## config.mk

```make
export PLATFORM = sky130hd
export DESIGN_NAME = spr_sync_bram_flat
export DESIGN_NICKNAME = d
export VERILOG_FILES = /design/src/rtl/spr_pkg.sv /design/src/rtl/spr_sync_bram_if.sv /design/src/rtl/spr_out_stage.sv /design/src/rtl/spr_sync_bram.sv /design/src/flat_wrapper.sv
export SDC_FILE = /design/constraint.sdc
export NUM_CORES = 2
export LEC_CHECK = 0
export CAP_MARGIN = 20
export CORE_ASPECT_RATIO = 1.25
export CORE_UTILIZATION = 60
export CTS_CLUSTER_DIAMETER = 120
export CTS_CLUSTER_SIZE = 40
export DETAILED_ROUTE_END_ITERATION = 10
export PLACE_DENSITY = 0.8
export SLEW_MARGIN = 20
export SYNTH_ARGS = -nofsm -noshare
export SYNTH_HDL_FRONTEND = slang
export SYNTH_SLANG_ARGS = --single-unit
```

## constraint.sdc

```tcl
create_clock -name clk -period 39.4 [get_ports clk]
set_input_delay 7.88 -clock clk [delete_from_list [all_inputs] [get_ports clk]]
set_output_delay 7.88 -clock clk [all_outputs]
set_load 0.01 [all_outputs]
```

## src/rtl/spr_pkg.sv

```systemverilog
// Shared definitions for the single-port synchronous block RAM:
// read-during-write mode encodings and the byte-lane merge helper.
package spr_pkg;

  typedef enum logic [1:0] {
    READ_FIRST  = 2'd0,
    WRITE_FIRST = 2'd1,
    NO_CHANGE   = 2'd2
  } spr_wmode_e;

  // One byte lane of a byte-enable write: new data where enabled, old otherwise.
  function automatic logic [7:0] spr_byte_merge(input logic [7:0] old_b,
                                                input logic [7:0] new_b,
                                                input logic       sel);
    return sel ? new_b : old_b;
  endfunction

endpackage

```

## src/rtl/spr_sync_bram_if.sv

```systemverilog
// Port bundle for spr_sync_bram: the requester drives the access, the RAM returns data.
interface spr_sync_bram_if #(
  parameter int DATA_WIDTH = 8,
  parameter int ADDR_WIDTH = 8
);
  logic                    en;
  logic [DATA_WIDTH/8-1:0] we;
  logic [ADDR_WIDTH-1:0]   addr;
  logic [DATA_WIDTH-1:0]   din;
  logic [DATA_WIDTH-1:0]   dout;
  logic                    dout_valid;

  modport master (output en, we, addr, din, input dout, dout_valid);
  modport slave  (input en, we, addr, din, output dout, dout_valid);
endinterface

```

## src/rtl/spr_out_stage.sv

```systemverilog
// Read latch, valid pipeline and optional output register; rst loads SRVAL and
// clears valid. Collapses to the latch alone when OUT_REG=0.
module spr_out_stage
  import spr_pkg::*;
#(
  parameter int                    DATA_WIDTH = 8,
  parameter int                    OUT_REG    = 0,
  parameter logic [DATA_WIDTH-1:0] SRVAL      = '0
) (
  input  logic                  clk,
  input  logic                  rst,
  input  logic                  i_rd,
  input  logic [DATA_WIDTH-1:0] i_rd_data,
  output logic [DATA_WIDTH-1:0] o_dout,
  output logic                  o_dout_valid
);

  logic [DATA_WIDTH-1:0] r_lat_p1;
  logic                  r_vld_p1;

  // Stage 1: read latch, captures only on a reported read
  always_ff @(posedge clk) begin
    if (rst) begin
      r_lat_p1 <= SRVAL;
      r_vld_p1 <= 1'b0;
    end else begin
      r_vld_p1 <= i_rd;
      if (i_rd) r_lat_p1 <= i_rd_data;
    end
  end

  if (OUT_REG != 0) begin : g_oreg
    logic [DATA_WIDTH-1:0] r_dout_p2;
    logic                  r_vld_p2;

    // Stage 2: output register advances only behind a valid stage-1 word
    always_ff @(posedge clk) begin
      if (rst) begin
        r_dout_p2 <= SRVAL;
        r_vld_p2  <= 1'b0;
      end else begin
        r_vld_p2 <= r_vld_p1;
        if (r_vld_p1) r_dout_p2 <= r_lat_p1;
      end
    end

    assign o_dout       = r_dout_p2;
    assign o_dout_valid = r_vld_p2;
  end else begin : g_pass
    assign o_dout       = r_lat_p1;
    assign o_dout_valid = r_vld_p1;
  end

endmodule

```

## src/rtl/spr_sync_bram.sv

```systemverilog
// Single-port synchronous RAM with byte write enables, selectable
// read-during-write behaviour and an optional output pipeline register.
module spr_sync_bram
  import spr_pkg::*;
#(
  parameter int                    DATA_WIDTH = 8,
  parameter int                    DEPTH      = 256,
  parameter int                    ADDR_WIDTH = 8,
  parameter int                    WRITE_MODE = 0,
  parameter int                    OUT_REG    = 0,
  parameter logic [DATA_WIDTH-1:0] SRVAL      = '0
) (
  input logic             clk,
  input logic             rst,
  spr_sync_bram_if.slave  bus
);

  localparam int                  NB       = DATA_WIDTH / 8;
  localparam int                  IDX_W    = (DEPTH > 1) ? $clog2(DEPTH) : 1;
  localparam logic [ADDR_WIDTH:0] LP_DEPTH = (ADDR_WIDTH + 1)'(DEPTH);
  localparam spr_wmode_e          LP_MODE  = spr_wmode_e'(2'(WRITE_MODE));

  if (DATA_WIDTH % 8 != 0) begin : g_chk_dw
    $error("spr_sync_bram: DATA_WIDTH must be a multiple of 8");
  end
  if ((2 ** ADDR_WIDTH) < DEPTH) begin : g_chk_aw
    $error("spr_sync_bram: ADDR_WIDTH too narrow for DEPTH");
  end
  if (WRITE_MODE < 0 || WRITE_MODE > 2) begin : g_chk_wm
    $error("spr_sync_bram: WRITE_MODE must be 0, 1 or 2");
  end

  logic [DATA_WIDTH-1:0] r_mem [DEPTH];

  logic                  w_in_range;
  logic                  w_any_we;
  logic                  w_rd;
  logic [IDX_W-1:0]      w_idx;
  logic [DATA_WIDTH-1:0] w_old;
  logic [DATA_WIDTH-1:0] w_merged;
  logic [DATA_WIDTH-1:0] w_rd_data;
  logic [DATA_WIDTH-1:0] w_dout;
  logic                  w_dout_valid;

  // Out-of-range addresses read as zero and never reach the array.
  always_comb begin
    w_in_range = ({1'b0, bus.addr} < LP_DEPTH);
    w_any_we   = |bus.we;
    w_idx      = bus.addr[IDX_W-1:0];
    w_old      = w_in_range ? r_mem[w_idx] : '0;
    w_merged   = '0;
    for (int i = 0; i < NB; i++) begin
      w_merged[8*i +: 8] = spr_byte_merge(w_old[8*i +: 8], bus.din[8*i +: 8], bus.we[i]);
    end
    w_rd      = bus.en && !(LP_MODE == NO_CHANGE && w_any_we);
    w_rd_data = (LP_MODE == WRITE_FIRST && w_in_range) ? w_merged : w_old;
  end

  // Array write: deliberately independent of rst so contents survive reset
  always_ff @(posedge clk) begin
    if (bus.en && w_in_range && w_any_we) r_mem[w_idx] <= w_merged;
  end

  spr_out_stage #(
    .DATA_WIDTH (DATA_WIDTH),
    .OUT_REG    (OUT_REG),
    .SRVAL      (SRVAL)
  ) u_out_stage (
    .clk          (clk),
    .rst          (rst),
    .i_rd         (w_rd),
    .i_rd_data    (w_rd_data),
    .o_dout       (w_dout),
    .o_dout_valid (w_dout_valid)
  );

  assign bus.dout       = w_dout;
  assign bus.dout_valid = w_dout_valid;

endmodule

```

## src/flat_wrapper.sv

```systemverilog
// flat-port wrapper written by rule: the top's interface ports become plain ports
module spr_sync_bram_flat import spr_pkg::*;
#(
  parameter int                    DATA_WIDTH = 8,
  parameter int                    DEPTH      = 256,
  parameter int                    ADDR_WIDTH = 8,
  parameter int                    WRITE_MODE = 0,
  parameter int                    OUT_REG    = 0,
  parameter logic [DATA_WIDTH-1:0] SRVAL      = '0
)
  (clk, rst, bus_en, bus_we, bus_addr, bus_din, bus_dout, bus_dout_valid);
  spr_sync_bram_if #(.DATA_WIDTH(DATA_WIDTH), .ADDR_WIDTH(ADDR_WIDTH)) bus_i ();
  input logic clk;
  input logic rst;
  input wire logic [$bits(bus_i.en)-1:0] bus_en;
  input wire logic [$bits(bus_i.we)-1:0] bus_we;
  input wire logic [$bits(bus_i.addr)-1:0] bus_addr;
  input wire logic [$bits(bus_i.din)-1:0] bus_din;
  output wire logic [$bits(bus_i.dout)-1:0] bus_dout;
  output wire logic [$bits(bus_i.dout_valid)-1:0] bus_dout_valid;
  assign bus_i.en = bus_en;
  assign bus_i.we = bus_we;
  assign bus_i.addr = bus_addr;
  assign bus_i.din = bus_din;
  assign bus_dout = bus_i.dout;
  assign bus_dout_valid = bus_i.dout_valid;
  spr_sync_bram #(.DATA_WIDTH(DATA_WIDTH), .DEPTH(DEPTH), .ADDR_WIDTH(ADDR_WIDTH), .WRITE_MODE(WRITE_MODE), .OUT_REG(OUT_REG), .SRVAL(SRVAL)) u_core (.clk(clk), .rst(rst), .bus(bus_i));
endmodule
```

==> flow_summary.yaml <==
route:
  postRouteAntennaNets: 0
  first_iter_violations: 5882
  routed_wl_um: 181000
  drcViolationCount: 16
  vias: 38500
  wl_per_cell_um: 33.3
  viasPerCell: 7.09
  firstDrtPassIters: 11
  met3_length_um: 19100
  routed.top_layer: "met5"
  wl_met1_um: 63800
  routed-wl-met2_um: 90400
timing:
  skew_ns: 0.0324
  relSlewSlack: 0.242
  final_max_slew_viol_count: 0
  rsz0062_at_grt: "no"
  fmax_mhz: 72.5
  setup-tns-final_ns: 0
  min_period_ns: 13.79
  hold_violations: 0
  setup_viol: 0
  tightest_slew_ns: 1.13
  fin_crit_sh: 0.350
clock_tree:
  clock-root-buffer: "clkbuf_16"
  cts.path.max_buffers: 3
  tritoncts: "done"
  ctsHoldBuffers: 0
  cts_inserted_buffers: 57
  cts.clk_slew.worst_paths_ns: 0.15
  cts_setup_buffers: 0
  h-tree-depth: 2
  cts_resized: 0
  cts_sinks: 2057
  insertion_delay_ns: 0.74
worst_setup_path:
  path_max_fanout: 100
  cp_top_family: "buffers and inverters"
  rr_worst_depth: 8
  crit_path_cell_trace: "buf_8 > buf_4 > buf_4 > buf_4 > mux4_2 > nand3_1 > nand4_1 > or4_1 > nor4_1 > o31ai_4 > buf_4 > buf_4"
  path_buf_inv: 6
  crit_path_end_kind: "flip-flop"
  worstSetupStartpointType: "primary input"
  critPathMaxStageDelay_ns: 0.84
  criticalPathCategory: "in2reg"
  crit_slowest_cell: "nor4_1"
  r2r-end: "u_core.r_mem[242][5]$_DFFE_PP_"
  r2r_slack_ns: 34.94
  required_ns: 39.73
  crit_top_cell: "buf_4"
  r2r_start: "u_core.r_mem[91][5]$_DFFE_PP_"
  cp.arrival_ns: 14.12
global_route:
  grt_pass1_wl_um: 262000
  antenna_found_initial: 5
  grt_pass1_vias: 37900
  grt_max_degree: 125
  grt_overflow: 0
  grt_usage: 0.270
min_path:
  hold_end: "u_core.u_out_stage.o_dout[3]$_SDFFE_PP0P_"
  holdCritStartpoint: "u_core.u_out_stage.o_dout[3]$_SDFFE_PP0P_"
  holdPathStages: 2
  hold_path_class: "reg2reg"
logic_synthesis:
  synth_edf_count: 2048
  avgSynthCellArea_um2: 21.2
  syn_inst: 3763
  ys_ff_latch: 2057
  synth_cell_types: 52
  synthTopCellsByCount: "edfxtp_1 (2,048), mux4_2 (475), nor2_1 (278), nand3_1 (131), mux2i_1 (126)"
  synth_flop_cell: "edfxtp_1"
  yosysTopAreaCellShare: 0.771
  synth_top_area_cell: "edfxtp_1"
  ys_seq_area_frac: 0.773
  ys_warn_count: 0
  synth_nets: 3783
  ys_async_sr_fraction: 0
  synth_area_mm2: 0.0798
  synthMostInstantiatedCell: "edfxtp_1"
  synth_area_leaders: "edfxtp_1 (77%), mux4_2 (13%), mux2i_1 (1.6%)"
placed_design:
  port_buffers: 28
  dpl.hpwl_um: 110000
  gp_congestion: 0.880
floorplan:
  rows: 149
  dieHeight_um: 410
  start_util: 0.605
  boundaryPins: 29
  die-width_um: 328
  coreArea_mm2: 0.132
  die-area_mm2: 0.134
layout:
  final_nets: 3704
  syn_to_final_growth_pct: 4.32
  drive_gt1_frac: 0.178
power:
  power.density_mw_per_mm2: 42.8
  p_leak_nw: 24.8
  vdd_drop_max_mv: 0.0363
  totalPowerFinal_mw: 3.56
flow_run:
  drv_cap: 0
outcome:
  violations: "design-rule violations"
  status: "finished with violations"
-- per-stage QoR --
| stage | instances | setup slack [ns] | utilization | hold slack [ns] | instance area (µm²) |
|---|---|---|---|---|---|
| 3_5_place_dp | 5361 | 24.73 | 0.619 | 0.516 | 81700 |
| 4_1_cts | 5435 | 25.53 | 0.630 | 0.540 | 83200 |
| 2_1_floorplan | 3763 | 17.30 | - | 0.512 | 79800 |
| 3_3_place_gp | 5361 | 24.92 | 0.619 | 0.511 | 81700 |
| 6_report | 5438 | 25.61 | 0.631 | 0.552 | 83200 |
| 5_1_grt | 5435 | 25.38 | 0.631 | 0.562 | 83200 |
-- report_power, final --
part / switching [mW] / internal [mW] / leakage, nW
Sequential: 0.00134 / 2.45 / 18.5
Clock: 0.587 / 0.278 / 0.758
Combinational: 0.174 / 0.0705 / 5.49
-- layer usage --
layer,global-route usage,vias up
li1,-,15500
met1,0.366,20100
met2,0.443,2635
met3,0.0470,399
met4,0.104,10
met5,0,-
-- how the worst max path moves through the flow --
stage / startpoint / end / slack (ns) / cells past startpoint
floorplan: bus_addr[0] / u_core.r_mem[0][0]$_DFFE_PP_ / 17.30 / 10
global placement: bus_addr[1] / u_core.r_mem[90][6]$_DFFE_PP_ / 24.92 / 12
detailed placement: bus_addr[1] / u_core.r_mem[193][5]$_DFFE_PP_ / 24.73 / 12
CTS: bus_addr[1] / u_core.r_mem[197][5]$_DFFE_PP_ / 25.53 / 12
global route: bus_addr[1] / u_core.r_mem[91][7]$_DFFE_PP_ / 25.38 / 12
finish: bus_addr[1] / u_core.r_mem[91][7]$_DFFE_PP_ / 25.61 / 12
-- layout by cell type (no fill, tap or decap), drive strengths merged, types with 30 or more instances in the layout --
cell type,count
a221oi,30
a22oi,65
a31oi,33
buf,81
clkbuf,72
edfxtp,2048
mux2i,126
mux4,475
nand2,59
nand3,131
nor2,278
o22ai,56
-- worst reg2reg max path, cell delays in order (launching register included) --
cell,delay (ns)
edfxtp_1,0.37
mux4_2,0.24
mux2i_1,0.10
o2111ai_1,0.54
a221o_1,0.58
a21oi_1,0.31
o31ai_4,0.27
buf_4,0.79
buf_6,0.68
-- kinds of logic after synthesis --
family                 after synthesis  share of synthesized area
flip-flops                        2057                      0.773
buffers and inverters              246                     0.0170
multiplexers                       608                      0.151
AO/OA/AOI/OAI                      272                     0.0251
AND/OR/NAND/NOR                    580                     0.0341
-- state kept, by name, summed over array words and instances (netlist names) --
register	flops
u_core.u_out_stage.o_dout	8
u_core.r_mem	2048
u_core.u_out_stage.o_dout_valid	1
-- area by class of cell --
| class | count | area (µm²) |
|---|---|---|
| clock buffer | 72 | 1530 |
| clock inverter | 2 | 38.8 |
| fill | 8426 | 48800 |
| antenna | 3 | 7.51 |
| timing repair buffer | 104 | 888 |
| sequential | 2057 | 61700 |
| inverter | 4 | 15.0 |
| multi-input combinational | 1460 | 16900 |
| tap | 1736 | 2170 |
(Power assumes the default switching activity.)
